## src/rtl/uart_ctrl.sv

```systemverilog
// Register-mapped d16 bus front end for the uart core: TX/RX FIFOs, TX handshake FSM, sticky status, CLKDIV.
// Optional interrupt output and CTRL[9:8] enables are built when UART_CTRL_IRQ_EN is defined.
module uart_ctrl #(
    parameter int          FIFO_DEPTH_LOG2 = 4,
    parameter logic [15:0] DEFAULT_DIV     = 16'd1302
) (
    input  logic        clk,
    input  logic        rst_n,
    input  logic [1:0]  addr,
    input  logic        wr_en,
    input  logic        rd_en,
    input  logic [15:0] wdata,
    output logic [15:0] rdata,
    output logic        uart_transmit,
    output logic [7:0]  uart_tx_byte,
    output logic [15:0] uart_clk_div,
    input  logic        uart_is_transmitting,
    input  logic        uart_received,
    input  logic [7:0]  uart_rx_byte,
    input  logic        uart_recv_error
`ifdef UART_CTRL_IRQ_EN
    ,output logic       irq
`endif
);

    localparam int DEPTH = 1 << FIFO_DEPTH_LOG2;
    localparam int PW    = FIFO_DEPTH_LOG2 + 1;

    typedef enum logic [1:0] {S_IDLE, S_START, S_WAIT_BUSY, S_WAIT_DONE} state_t;

    state_t         r_state;
    state_t         w_state_d;

    logic [7:0]     r_tx_mem [DEPTH];
    logic [7:0]     r_rx_mem [DEPTH];
    logic [PW-1:0]  r_tx_wp, r_tx_rp, r_rx_wp, r_rx_rp;
    logic           r_transmit;
    logic [7:0]     r_tx_byte;
    logic [15:0]    r_clk_div;
    logic [15:0]    r_rdata;
    logic           r_tx_en, r_rx_en;
    logic           r_rx_ovf, r_frame_err, r_tx_ovf;
    logic           r_rx_ie, r_txe_ie;

    logic           w_wr_data, w_rd_data, w_wr_stat, w_wr_div, w_wr_ctrl;
    logic           w_tx_empty, w_tx_full, w_rx_empty, w_rx_full;
    logic           w_tx_pop, w_tx_push, w_tx_flush, w_tx_ovf_set;
    logic           w_rx_req, w_rx_pop, w_rx_push, w_rx_flush, w_rx_ovf_set;
    logic           w_tx_busy;
    logic [15:0]    w_status, w_ctrl;

    assign w_wr_data = wr_en && (addr == 2'd0);
    assign w_rd_data = rd_en && (addr == 2'd0);
    assign w_wr_stat = wr_en && (addr == 2'd1);
    assign w_wr_div  = wr_en && (addr == 2'd2);
    assign w_wr_ctrl = wr_en && (addr == 2'd3);

    assign w_tx_empty = (r_tx_wp == r_tx_rp);
    assign w_tx_full  = (r_tx_wp[PW-1] != r_tx_rp[PW-1]) && (r_tx_wp[PW-2:0] == r_tx_rp[PW-2:0]);
    assign w_rx_empty = (r_rx_wp == r_rx_rp);
    assign w_rx_full  = (r_rx_wp[PW-1] != r_rx_rp[PW-1]) && (r_rx_wp[PW-2:0] == r_rx_rp[PW-2:0]);

    assign w_tx_flush = w_wr_ctrl && wdata[2];
    assign w_rx_flush = w_wr_ctrl && wdata[3];

    // A pop only exists when non-empty, so a full FIFO with a pop can still accept a push
    assign w_tx_pop     = (r_state == S_IDLE) && r_tx_en && !w_tx_empty && !uart_is_transmitting;
    assign w_tx_push    = w_wr_data && (!w_tx_full || w_tx_pop);
    assign w_tx_ovf_set = w_wr_data && w_tx_full && !w_tx_pop;

    assign w_rx_req     = uart_received && r_rx_en;
    assign w_rx_pop     = w_rd_data && !w_rx_empty;
    assign w_rx_push    = w_rx_req && (!w_rx_full || w_rx_pop);
    assign w_rx_ovf_set = w_rx_req && w_rx_full && !w_rx_pop;

    assign w_tx_busy = (r_state != S_IDLE) || uart_is_transmitting;
    assign w_status  = {8'h00, r_tx_ovf, r_frame_err, r_rx_ovf, w_tx_busy,
                        w_tx_full, w_tx_empty, w_rx_full, !w_rx_empty};
    assign w_ctrl    = {6'b0, r_txe_ie, r_rx_ie, 6'b0, r_rx_en, r_tx_en};

    always_comb begin
        w_state_d = r_state;
        case (r_state)
            S_IDLE:      if (w_tx_pop) w_state_d = S_START;
            S_START:     w_state_d = S_WAIT_BUSY;
            S_WAIT_BUSY: if (uart_is_transmitting) w_state_d = S_WAIT_DONE;
            S_WAIT_DONE: if (!uart_is_transmitting) w_state_d = S_IDLE;
            default:     w_state_d = S_IDLE;
        endcase
    end

    always_ff @(posedge clk or negedge rst_n) begin
        if (!rst_n) begin
            r_state    <= S_IDLE;
            r_transmit <= 1'b0;
            r_tx_byte  <= '0;
        end else begin
            r_state    <= w_state_d;
            r_transmit <= (w_state_d == S_START);
            if (w_tx_pop) r_tx_byte <= r_tx_mem[r_tx_rp[PW-2:0]];
        end
    end

    always_ff @(posedge clk) begin
        if (w_tx_push) r_tx_mem[r_tx_wp[PW-2:0]] <= wdata[7:0];
        if (w_rx_push) r_rx_mem[r_rx_wp[PW-2:0]] <= uart_rx_byte;
    end

    // Flush overrides both push and pop in the same cycle
    always_ff @(posedge clk or negedge rst_n) begin
        if (!rst_n) begin
            r_tx_wp <= '0;
            r_tx_rp <= '0;
            r_rx_wp <= '0;
            r_rx_rp <= '0;
        end else begin
            if (w_tx_flush) begin
                r_tx_wp <= '0;
                r_tx_rp <= '0;
            end else begin
                if (w_tx_push) r_tx_wp <= r_tx_wp + 1'b1;
                if (w_tx_pop)  r_tx_rp <= r_tx_rp + 1'b1;
            end
            if (w_rx_flush) begin
                r_rx_wp <= '0;
                r_rx_rp <= '0;
            end else begin
                if (w_rx_push) r_rx_wp <= r_rx_wp + 1'b1;
                if (w_rx_pop)  r_rx_rp <= r_rx_rp + 1'b1;
            end
        end
    end

    always_ff @(posedge clk or negedge rst_n) begin
        if (!rst_n) begin
            r_rx_ovf    <= 1'b0;
            r_frame_err <= 1'b0;
            r_tx_ovf    <= 1'b0;
        end else begin
            r_rx_ovf    <= w_rx_ovf_set    || (r_rx_ovf    && !(w_wr_stat && wdata[5]));
            r_frame_err <= uart_recv_error || (r_frame_err && !(w_wr_stat && wdata[6]));
            r_tx_ovf    <= w_tx_ovf_set    || (r_tx_ovf    && !(w_wr_stat && wdata[7]));
        end
    end

    always_ff @(posedge clk or negedge rst_n) begin
        if (!rst_n) begin
            r_clk_div <= DEFAULT_DIV;
            r_tx_en   <= 1'b1;
            r_rx_en   <= 1'b1;
            r_rx_ie   <= 1'b0;
            r_txe_ie  <= 1'b0;
        end else begin
            if (w_wr_div) r_clk_div <= (wdata == 16'h0000) ? 16'd1 : wdata;
            if (w_wr_ctrl) begin
                r_tx_en <= wdata[0];
                r_rx_en <= wdata[1];
`ifdef UART_CTRL_IRQ_EN
                r_rx_ie  <= wdata[8];
                r_txe_ie <= wdata[9];
`endif
            end
        end
    end

    always_ff @(posedge clk or negedge rst_n) begin
        if (!rst_n) begin
            r_rdata <= '0;
        end else if (rd_en) begin
            case (addr)
                2'd0:    r_rdata <= w_rx_empty ? 16'h0000 : {8'h00, r_rx_mem[r_rx_rp[PW-2:0]]};
                2'd1:    r_rdata <= w_status;
                2'd2:    r_rdata <= r_clk_div;
                default: r_rdata <= w_ctrl;
            endcase
        end
    end

`ifdef UART_CTRL_IRQ_EN
    logic r_irq;
    always_ff @(posedge clk or negedge rst_n) begin
        if (!rst_n) r_irq <= 1'b0;
        else        r_irq <= (r_rx_ie && !w_rx_empty) ||
                             (r_txe_ie && w_tx_empty && (r_state == S_IDLE)) ||
                             r_rx_ovf || r_frame_err;
    end
    assign irq = r_irq;
`endif

    assign rdata         = r_rdata;
    assign uart_transmit = r_transmit;
    assign uart_tx_byte  = r_tx_byte;
    assign uart_clk_div  = r_clk_div;

endmodule

```

## config.mk

```make
export PLATFORM = sky130hd
export DESIGN_NAME = uart_ctrl
export DESIGN_NICKNAME = d
export VERILOG_FILES = /design/src/rtl/uart_ctrl.sv
export SDC_FILE = /design/constraint.sdc
export NUM_CORES = 1
export LEC_CHECK = 0
export BUFFER_PORTS_ARGS = -buffer_cell sky130_fd_sc_hd__buf_4
export CAP_MARGIN = 10
export CORE_MARGIN = 2
export CORE_UTILIZATION = 45
export CTS_BUF_LIST = sky130_fd_sc_hd__clkbuf_16
export CTS_CLUSTER_SIZE = 8
export DETAILED_ROUTE_END_ITERATION = 10
export SYNTH_ARGS = -nofsm -noshare
export SYNTH_HDL_FRONTEND = slang
export SYNTH_SLANG_ARGS = --single-unit
```

## constraint.sdc

```tcl
create_clock -name clk -period 3.13 [get_ports clk]
set_clock_uncertainty 0.1 [all_clocks]
set_input_delay 0.4695 -clock clk [delete_from_list [all_inputs] [get_ports clk]]
set_output_delay 0.4695 -clock clk [all_outputs]
set_load 0.01 [all_outputs]
```

Yosys cells after proc, flatten, opt, wreduce, memory -nomap -nowiden
Memory sizes are Yosys's and may differ from the RTL's. A register that Yosys moved wholly into a read port is not among the register bits.
Index checks and enable logic that the tools add are counted.
Storage, ports and cells
  flip-flop bits (word level): 60
  memory bits (writable): 256
  input port bits: 33
  memories kept: 2
Memory list
  r_rx_mem: words 16, bits a word 8, read ports 1, clocked after Yosys merged registers in 0, wr ports 1, RTL line 35  | logic [7:0] r_rx_mem [DEPTH];
  r_tx_mem: words 16, bits a word 8, read ports 1, clocked after Yosys merged registers in 1, wr ports 1, RTL line 34  | logic [7:0] r_tx_mem [DEPTH];
Operators by class
  add/sub/neg operators: 4
  equal/unequal tests: 13
  muxes and demuxes: 19
  reductions and logical operators: 51
Operators with widths (count)
  case mux 16 bit (3 select lines): 1
  two-way mux 5 bit: 8
  logical AND 1 bit: 26
  adder 5 x 1 -> 5 bit (second input constant): 4
  zero test 16 bit: 1
  two-way mux 16 bit: 1
  zero test 1 bit: 11
  equality test 5 bit: 2
  nonzero test 2 bit: 5
  equality test 2 bit (second input constant): 4
  equality test 4 bit: 2
  two-way mux 8 bit: 1
  case mux 2 bit (4 select lines): 1
  equality test 2 x 1 -> 1 bit (second input constant): 3
  logical OR 1 bit: 6
  two-way mux 2 bit: 3
  zero test 2 bit: 2
  two-way mux 1 bit: 4
  != test 1 bit: 2

Logic depth before layout (Yosys ltp)
Gate-level depths: netlist of the first run.
  depth after elaboration: 8
  gate-level depth with buffers: 8
  gate-level depth less buffers: 6

Worst setup path after synthesis of the first run
Ideal clock, no wire load.
  path kind: input to register
  start point: input port uart_is_transmitting
  end point: memory r_tx_mem[7][0], enable pin
  arrival time: 2.353 ns
  required time: 2.632 ns
  setup slack: 0.279 ns
  cell stages on the path: 5
  cells stage by stage: or3_4 nor2_1 o311ai_4 buf_2 nor4b_1
On the way
  longest elaborated chain between the ends: 6
RTL lines
  start: declaration: RTL line 17  | input logic uart_is_transmitting,
  zero test 1 bit
  logical AND 1 bit: RTL line 67  | assign w_tx_pop = (r_state == S_IDLE) && r_tx_en && !w_tx_empty && !uart_is_transmitting;
  logical OR 1 bit: RTL line 68  | assign w_tx_push = w_wr_data && (!w_tx_full || w_tx_pop);
  logical AND 1 bit: RTL line 68
  two-way mux 1 bit: RTL line 105  | if (w_tx_push) r_tx_mem[r_tx_wp[PW-2:0]] <= wdata[7:0];
  two-way mux 1 bit (not written as such): RTL line 105
  end: declaration: RTL line 34
Every way passes these cells.

Worst setup path after layout of the first run
  start point: register r_rx_rp[0]
  end point: memory r_rx_mem[1][7], enable pin
On the way
  longest elaborated chain between the ends: 7
  elaborated cells on any way between the ends: 10
  those cells by class: eq/ne (2); mux (2); reduce/logical (6)
RTL lines
  start: declaration: RTL line 36  | logic [PW-1:0] r_tx_wp, r_tx_rp, r_rx_wp, r_rx_rp;
  start signal: assignment: RTL line 129  | if (w_rx_pop) r_rx_rp <= r_rx_rp + 1'b1;
  equality test 5 bit / equality test 4 bit (equally long branches): RTL line 60, 61
  zero test 1 bit / logical AND 1 bit (equally long branches): RTL line 72, 61
  logical AND 1 bit / zero test 1 bit (equally long branches): RTL line 72, 73
  logical OR 1 bit *: RTL line 73  | assign w_rx_push = w_rx_req && (!w_rx_full || w_rx_pop);
  logical AND 1 bit *: RTL line 73
  two-way mux 1 bit *: RTL line 106  | if (w_rx_push) r_rx_mem[r_rx_wp[PW-2:0]] <= uart_rx_byte;
  two-way mux 1 bit (not written as such) *: RTL line 106
  end: declaration: RTL line 35
Every way passes the cells marked *; elsewhere a longest branch is shown, timed or not.

==> flow_summary_export.csv, run 1 <==
group,metric,value,unit
global_routing,use_met2,0.316,
detailed_routing,via_count,7152,
global_routing,grtUsageTotal,0.195,
sta,worst_pin_slew,0.990,ns
worst_setup_path,cpMaxStageDelayCell,"dfrtp_2",
worst_setup_path,crit_path_cell_trace,"xor2_1, nor4_4, a21oi_2, nand2_1, nor3_1, buf_4",
sta,clock.fmax,385,MHz
pwr,leakage,5.62,nW
detailed_routing,ant_nets,0,
yosys,synth-seq-area-share,0.718,
detailed_routing,viasPerCell,5.58,
sta,slew_headroom,0.340,
yosys,synth_top_family_by_area,"multiplexers",
placed_design,io_buffers,73,
global_routing,use_met3,0.0322,
yosys,synth_most_common_cell,"edfxtp_1",
sta,fin_ws,0.534,ns
floorplan,dieHeight,175,um
clock_tree,cts_buffers,46,
pwr,irDropWorstVdd,556,uV
sta,setup_viol,0,
layout,syn_to_final_growth,18.6,%
yosys,synth_edf_count,256,
clock_tree,cts_buffer_depth,3,
clock_tree,clkLatencyLatePin,0.54,ns
clock_tree,h-tree-depth,2,
global_routing,busiest_layer,"met2",
clock_tree,path_clk_slew,0.05,ns
global_routing,antenna_found_initial,0,
detailed_routing,drc,0,
placed_design,dpl-instance-area,14200,um2
global_routing,grt_pass1_vias,7585,
placed_design,pre_cts_ws,0.512,ns
sta,period_needed,2.60,ns
detailed_routing,finalWirelength,28900,um
yosys,synth.area.top_cells,"edfxtp_1, dfrtp_1, mux4_2",
yosys,synth_top_area_frac,0.587,
worst_setup_path,cp.buffers_inverters,1,
yosys,ys.flop_type,"edfxtp_1",
floorplan,num_io_pins,74,
run_status,status,"completed",
yosys,netlist_top_cells_count,"edfxtp_1, mux4_2, dfrtp_1",
detailed_routing,drt_iter0_markers,626,
global_routing,overflow,0,
yosys,synth_area_leader_cell,"edfxtp_1",
worst_hold_path,hp-class,"input pin to flop",
clock_tree,cts_root_buf,"clkbuf_16",
clock_tree,cts_resized,0,
yosys,async_flop_share,0.210,
worst_setup_path,worstPathArrival,2.73,ns
placed_design,dp_hpwl,18700,um
flow_run,maxCapViolCount,0,
yosys,ys_seq_elements,324,
yosys,postSynthNetCount,794,
sta,timing.final.max_slew_violations,0,
worst_setup_path,critPathLaunchType,"flop",
worst_setup_path,crit_type,"flop to flop",
floorplan,start_util,0.456,
worst_setup_path,cp-end-kind,"flop",
layout,design_area,15500,um2
sta,fin_tns_setup,0,ns
yosys,synthAdderAreaFrac,0.00955,
sta,hold_violations,0,
pwr,p_per_area,797,nW/um2
clock_tree,hold_buffers,1,
global_routing,grt_max_degree,69,
yosys,synth_area_per_cell,17.4,um2
floorplan,die_w,175,um
detailed_routing,avgRoutedWirePerCell,22.6,um
layout,nNetsFinal,905,
floorplan,core,28700,um2
worst_setup_path,critPathMaxStageDelay,0.79,ns
floorplan,die-area,30500,um2
yosys,ys_warn_count,2,
yosys,syn_inst,751,
clock_tree,cts.sinks,324,
placed_design,globalplace.congestion,0.793,
yosys,synth.distinct_cells,51,
sta,rsz0062_at_grt,"no",
layout,n_fill_cell,2285,
detailed_routing,drt_first_pass_iters,5,
sta,fin_crit_sh,0.829,
yosys,synth-simple-area-share,0.0594,
yosys,synth_area,13100,um2
worst_setup_path,crit_fanout,20,
worst_setup_path,cp_data_required_time,3.27,ns
clock_tree,post-cts-setup-buffer-count,0,
global_routing,grt_pass1_wl,45000,um
yosys,synthXorXnorAreaFrac,0.0114,
floorplan,row_count,62,
worst_setup_path,crit_family,"flip-flops",
global_routing,use_met1,0.272,
yosys,synth_mux_area_frac,0.131,
clock_tree,cts_tree,"done",
layout,drive_gt1_frac,0.275,
yosys,synth_compound_area_frac,0.0525,
==> cell type report <==
| class | count | area [um2] | area share |
|---|---|---|---|
| Multi-Input combinational cell | 373 | 3460 | 0.223 |
| Clock inverter | 37 | 169 | 0.0109 |
| Clock buffer | 46 | 1150 | 0.0741 |
| Antenna cell | 1 | 2.50 | 0.000161 |
| Timing Repair Buffer | 107 | 831 | 0.0535 |
| Inverter | 10 | 37.5 | 0.00242 |
| Tap cell | 384 | 480 | 0.0309 |
| Sequential cell | 324 | 9400 | 0.605 |
==> placed cells by master (no fill, tap or decap), types with 3 or more instances in the layout <==
cell       count
nand3b_1       4
nor4b_1        4
nand2b_1       4
a221oi_1       5
a21oi_1       15
ha_1          10
nand2_1       49
clkbuf_16     46
xor2_1         4
mux2i_1       14
nand3_1       13
dfstp_2        7
mux4_2        62
o2bb2ai_1      8
a21o_1        10
nor2_1        43
and2_1         4
dfrtp_1       59
and3_1         5
o21ai_0       12
edfxtp_1     256
a211oi_1       3
nand4_1        3
nor3_1         8
xnor2_1       13
a22oi_1       31
inv_1         43
or3_1          4
buf_4        104
nor4_1         4
mux2_2        16
nor2b_1        8
==> where the power goes <==
part / switching [W] / total, W / internal [W]
registers: 0.000385 / 0.00539 / 0.00501
clock network: 0.00173 / 0.00437 / 0.00264
logic: 0.00132 / 0.00261 / 0.00129
total: 0.00344 / 0.0124 / 0.00893
==> path summary, 6_finish.rpt <==
| kind | slack [ns] | depth (start not counted) | end | startpoint |
|---|---|---|---|---|
| setup / recovery | 0.53 | 6 | r_rx_mem[1][7] | r_rx_rp[0] |
| hold / removal | 0.03 | 2 | r_frame_err | uart_recv_error |
| setup reg to reg | 0.53 | 6 | r_rx_mem[1][7] | r_rx_rp[0] |
| hold reg to reg | 0.37 | 1 | r_state[1] | r_state[0] |
| max in group asynchronous | 1.75 | 2 | r_tx_rp[0] | rst_n |
| min in group asynchronous | 0.49 | 2 | uart_tx_byte[5] | rst_n |
==> state kept, by name (all words and copies together) (netlist names) <==
| name | count |
|---|---|
| uart_clk_div | 16 |
| r_rx_ovf | 1 |
| r_rx_mem | 128 |
| r_tx_wp | 5 |
| r_rx_rp | 5 |
| r_tx_ovf | 1 |
| r_rx_wp | 5 |
| r_rx_en | 1 |
| uart_tx_byte | 8 |
| r_tx_en | 1 |
| rdata | 16 |
| r_tx_mem | 128 |
| r_frame_err | 1 |
| uart_transmit | 1 |
| r_state | 2 |
| r_tx_rp | 5 |
==> cells by family (layout without fill, tap and decap cells) <==
logic type / Yosys count / count (layout)
flops: 324 / 324
simple gates: 159 / 159
buf+inv: 54 / 200
compound gates: 95 / 95
xor+xnor: 17 / 17
other cells: 0 / 1
mux: 92 / 92
fa+ha+maj: 10 / 10
==> metrics by stage <==
stage / instances / util / hold slack (ns) / power, W
floorplan: 751 / - / 0.0739 / 0.00718
global placement: 1197 / 0.495 / 0.358 / 0.00805
detailed placement: 1197 / 0.495 / 0.364 / 0.00811
CTS: 1281 / 0.541 / 0.0127 / 0.0125
global route: 1281 / 0.541 / 0.0175 / 0.0129
finish: 1282 / 0.541 / 0.0331 / 0.0124
==> per-layer routing <==
layer,vias up,wire length (um),share of wire
li1,3194,-,-
met1,3694,12700,0.44
met2,206,14100,0.49
met3,58,1410,0.049
met4,0,670,0.023
met5,-,0,0
(Power assumes the default switching activity.)
==> run 2, diff against run 1 <==
==> constraint.sdc (replaced) <==
create_clock -name clk -period 2.3 [get_ports clk]
set_clock_uncertainty 0.1 [all_clocks]
set_input_delay 0.345 -clock clk [delete_from_list [all_inputs] [get_ports clk]]
set_output_delay 0.345 -clock clk [all_outputs]
set_load 0.01 [all_outputs]
==> flow_summary_export.csv, run 2 (same netlist as run 1, synthesis figures left out) <==
group,metric,value,unit
layout,mostFrequentLayoutCell,"edfxtp_1",
worst_setup_path,r2r_cells,6,
clock_tree,cts_buffers,46,
floorplan,start_util,0.456,
worst_setup_path,r2r_slack,0.10,ns
placed_design,pre_cts_ws,0.0202,ns
sta,fin_crit_sh,0.955,
worst_setup_path,crit_fanout,21,
pwr,leakage,5.76,nW
clock_tree,cts_buffer_depth,3,
sta,fin_ws,0.104,ns
worst_hold_path,worstHoldStart,"uart_rx_byte[2]",
layout,final_core_util,0.555,
clock_tree,post-cts-setup-buffer-count,0,
placed_design,dp_hpwl,19500,um
placed_design,dpl-instance-area,14500,um2
global_routing,antenna_found_initial,0,
sta,rsz0062_at_grt,"no",
placed_design,globalplace.congestion,0.815,
worst_hold_path,holdPathEnd,"r_rx_mem[2][2]",
layout,nNetsFinal,948,
floorplan,die-area,30500,um2
global_routing,grtUsageTotal,0.200,
floorplan,row_count,62,
clock_tree,cts.sinks,324,
run_status,status,"completed",
detailed_routing,via_count,7370,
sta,hold_violations,0,
sta,timing.final.max_slew_violations,0,
detailed_routing,avgRoutedWirePerCell,22.6,um
floorplan,die_w,175,um
layout,drive_gt1_frac,0.315,
global_routing,grt_max_degree,35,
pwr,power,0.0171,W
floorplan,num_io_pins,74,
sta,clock.fmax,455,MHz
sta,hold_ws,0.0351,ns
global_routing,grt_pass1_wl,46300,um
sta,slew_headroom,0.568,
flow_run,maxCapViolCount,0,
detailed_routing,drt_first_pass_iters,5,
worst_setup_path,timing.rr.end,"rdata[5]",
layout,diodes,0,
detailed_routing,viasPerCell,5.64,
detailed_routing,finalWirelength,29500,um
detailed_routing,ant_nets,0,
worst_setup_path,worstReg2RegStart,"r_rx_rp[0]",
floorplan,dieHeight,175,um
clock_tree,path_clk_slew,0.05,ns
sta,worst_pin_slew,0.646,ns
placed_design,io_buffers,73,
worst_setup_path,worstPathArrival,2.49,ns
worst_setup_path,critPathLaunchType,"flop",
global_routing,grt_pass1_vias,7800,
sta,setup_viol,0,
worst_hold_path,hp-class,"input pin to flop",
sta,period_needed,2.20,ns
clock_tree,cts_root_buf,"clkbuf_16",
layout,design_area,15900,um2
pwr,p_per_area,1070,nW/um2
detailed_routing,drc,0,
layout,most-common-layout-cells,"edfxtp_1, buf_4, mux4_2",
layout,syn_to_final_growth,21.5,%
floorplan,core,28700,um2
detailed_routing,drt_iter0_markers,615,
clock_tree,h-tree-depth,2,
worst_setup_path,crit_type,"flop to flop",
worst_setup_path,cp_data_required_time,2.59,ns
clock_tree,cts_tree,"done",
worst_setup_path,cp-end-kind,"flop",
global_routing,overflow,0,
clock_tree,clkLatencyLatePin,0.53,ns
worst_hold_path,hold_depth,1,
pwr,irDropWorstVdd,546,uV
==> run 2: changes by cell type in the layout (fill, tap and decap cells not counted), sizes merged <==
cell / delta
buf: +32
inv: -17
dlygate4sd3: +11
diode: -1
==> run 2: cell type report <==
| cell class | instances | area [um2] |
|---|---|---|
| flip-flops and latches | 324 | 9400 |
| clock buffers | 46 | 1150 |
| repair buffers | 150 | 1190 |
| well taps | 384 | 480 |
| inverters | 10 | 37.5 |
| multi-input cells | 373 | 3550 |
| fillers | 2241 | 12800 |
| clock inverters | 20 | 105 |
==> run 2: per-stage QoR <==
stage                     instances  TNS (ns)
after CTS                      1307         0
after global placement         1229         0
final                          1307         0
after floorplan                 751     -2.94
after global routing           1307         0
after detailed placement       1229         0
==> run 2: what timing repair did <==
action	in CTS	in global routing
endpoints found under the setup margin	0	108
resized for setup	0	3
hold buffers	12	0
hold endpoints to repair	43	0
==> run 2: report_power, final <==
part           switching (W)  internal [W]  total [W]
sequential          0.000338       0.00682    0.00716
combinational        0.00211       0.00196    0.00407
clock                0.00230       0.00355    0.00585
==> run 2: worst max path at each step <==
| stage | cells after the start | from | to | slack, ns |
|---|---|---|---|---|
| detailed placement | 6 | uart_is_transmitting | r_tx_mem[10][2] | 0.02 |
| finish | 6 | r_rx_rp[0] | rdata[5] | 0.10 |
| global route | 6 | r_tx_wp[0] | r_tx_mem[11][1] | 0.02 |
| global placement | 7 | uart_is_transmitting | r_tx_mem[1][7] | 0.04 |
| floorplan | 5 | r_state[1] | r_tx_mem[4][0] | -0.18 |
| CTS | 5 | r_state[1] | r_tx_mem[10][1] | 0.09 |
==> run 2: worst max-delay path, cell delays in order, from the launching register on <==
cell and delay [ns]:
dfrtp_2 0.38, buf_12 0.21, mux4_2 0.54, a22oi_1 0.36
nand2_1 0.23, nand2_1 0.12, o21ai_0 0.10
==> run 2: per-layer routing <==
layer  track usage  vias to the layer above  share of wire
met1         0.274                     3837           0.43
li1              -                     3260              -
met2         0.333                      229           0.50
met4        0.0559                        0          0.020
met3        0.0337                       44          0.051
met5             0                        -              0
==> run 3, diff against run 2 <==
--- a/config.mk
+++ b/config.mk
@@ -7,9 +7,9 @@
 export LEC_CHECK = 0
 export BUFFER_PORTS_ARGS = -buffer_cell sky130_fd_sc_hd__buf_4
 export CAP_MARGIN = 10
+export CORE_ASPECT_RATIO = 1.25
 export CORE_MARGIN = 2
 export CORE_UTILIZATION = 45
-export CTS_BUF_LIST = sky130_fd_sc_hd__clkbuf_16
 export CTS_CLUSTER_SIZE = 8
 export DETAILED_ROUTE_END_ITERATION = 10
 export SYNTH_ARGS = -nofsm -noshare
==> flow_summary_export.csv, run 3 (same netlist as run 1, synthesis figures left out) <==
group,metric,value,unit
sta,clock.fmax,460,MHz
layout,nNetsFinal,949,
clock_tree,cts_buffer_depth,3,
detailed_routing,finalWirelength,29800,um
floorplan,die-area,30500,um2
placed_design,dp_cells,1236,
global_routing,overflow,0,
flow_run,maxCapViolCount,0,
worst_setup_path,cp_data_required_time,2.42,ns
floorplan,core,28600,um2
worst_setup_path,cp-end-kind,"flop",
global_routing,grt_pass1_vias,7867,
floorplan,dieHeight,195,um
detailed_routing,ant_nets,0,
clock_tree,clkLatencyLatePin,0.52,ns
detailed_routing,avgRoutedWirePerCell,22.4,um
worst_setup_path,crit_path_cell_trace,"or3_4, nor2_1, o311ai_4, buf_12, nor4b_2, buf_4",
pwr,power,0.0173,W
worst_setup_path,cpMaxStageDelayCell,"dfrtp_1",
layout,mostFrequentLayoutCell,"edfxtp_1",
worst_setup_path,cp.buffers_inverters,2,
layout,most-common-layout-cells,"edfxtp_1, buf_4, mux4_2",
clock_tree,cts_tree,"done",
worst_setup_path,critPathLaunchType,"flop",
clock_tree,cts_buffers,46,
placed_design,globalplace.congestion,0.788,
clock_tree,path_clk_slew,0.05,ns
pwr,p_per_area,1070,nW/um2
floorplan,row_count,69,
pwr,switching_share,0.271,
layout,final_cells,1333,
worst_setup_path,worstPathArrival,2.29,ns
floorplan,die_w,157,um
detailed_routing,drt_first_pass_iters,5,
sta,setup_viol,0,
sta,fin_crit_sh,0.944,
detailed_routing,drc,0,
worst_hold_path,hp-class,"input pin to flop",
sta,hold_violations,0,
global_routing,grt_max_degree,37,
layout,drive_gt1_frac,0.308,
sta,slew_headroom,0.580,
worst_setup_path,critPathMaxStageDelay,0.41,ns
clock_tree,cts.sinks,324,
run_status,status,"completed",
placed_design,io_buffers,73,
pwr,leakage,5.74,nW
pwr,power_frac_seq,0.414,
placed_design,dp_hpwl,20100,um
sta,period_needed,2.17,ns
layout,syn_to_final_growth,22.7,%
pwr,power_frac_comb,0.233,
detailed_routing,viasPerCell,5.43,
floorplan,start_util,0.458,
worst_setup_path,crit_type,"flop to flop",
clock_tree,h-tree-depth,2,
pwr,irDropWorstVdd,673,uV
clock_tree,cts_root_buf,"clkbuf_16",
pwr,p_clk_frac,0.353,
pwr,p_int,0.0126,W
sta,timing.final.max_slew_violations,0,
sta,rsz0062_at_grt,"no",
detailed_routing,drt_iter0_markers,462,
sta,worst_pin_slew,0.628,ns
global_routing,grtUsageTotal,0.202,
worst_setup_path,crit_fanout,14,
sta,fin_tns_setup,0,ns
worst_setup_path,crit_family,"simple AND/OR/NAND/NOR gates",
global_routing,antenna_found_initial,1,
pwr,p_sw,0.00468,W
floorplan,num_io_pins,74,
global_routing,grt_pass1_wl,46200,um
detailed_routing,via_count,7240,
[run 3: changes by cell type in the layout (fill, tap and decap cells not counted), sizes merged]
cell / previous run / this run
buf: 138 / 139
clkbuf: 46 / 82
clkinv: 2 / 1
diode: 0 / 1
inv: 28 / 11
[run 3: worst paths after layout]
kind                            startpoint               end  slack [ns]  depth (start not counted)
hold reg to reg            uart_tx_byte[4]   uart_tx_byte[4]        0.38                          1
max in group asynchronous            rst_n   uart_clk_div[8]        1.18                          3
min in group asynchronous            rst_n  uart_clk_div[15]        0.22                          2
hold / removal             uart_rx_byte[3]   r_rx_mem[14][3]        0.05                          1
setup / recovery                r_state[1]    r_tx_mem[1][7]        0.13                          6
setup reg to reg                r_state[1]    r_tx_mem[1][7]        0.13                          6
[run 3: power by group through the flow]
stage / combinational [W] / clock (W) / sequential, W
floorplan: 0.00262 / 0 / 0.00721
global placement: 0.00399 / 0 / 0.00721
detailed placement: 0.00405 / 0 / 0.00724
CTS: 0.00409 / 0.00624 / 0.00714
global route: 0.00438 / 0.00649 / 0.00718
finish: 0.00402 / 0.00610 / 0.00714
[run 3: worst register-to-register path, cell delays in order, from the launching register on]
cell,delay [ns]
dfrtp_1,0.41
or3_4,0.39
nor2_1,0.17
o311ai_4,0.15
buf_12,0.19
nor4b_2,0.26
buf_4,0.21
[run 3: final cells by class]
cell class	count	area [um2]
multi-input combinational	373	3540
tap	390	488
timing repair buffer	151	1280
antenna	1	2.50
fill	2224	12500
clock buffer	82	1310
sequential	324	9400
inverter	10	37.5
clock inverter	2	13.8
[run 3: stage by stage]
step,utilization,cell area [um2],hold WS (ns),setup slack [ns]
floorplan,-,13200,-0.0506,-0.184
global placement,0.511,14600,0.216,0.0551
detailed placement,0.511,14600,0.223,0.0612
CTS,0.562,16100,0.0426,0.0549
global route,0.562,16100,0.0579,0.0318
finish,0.562,16100,0.0527,0.128
[run 3: layer usage]
layer	track usage	share of wire	vias to the layer above
met3	0.0303	0.034	67
met1	0.235	0.38	3744
li1	-	-	3270
met5	0	0	-
met4	0.0731	0.037	0
met2	0.374	0.55	159
[run 3: timing repair]
action | in CTS | in global routing
resized for setup | 0 | 1
buffers inserted | 0 | 0
hold buffers | 12 | 0
endpoints found under the hold margin | 37 | 0
setup endpoints to repair | 0 | 80
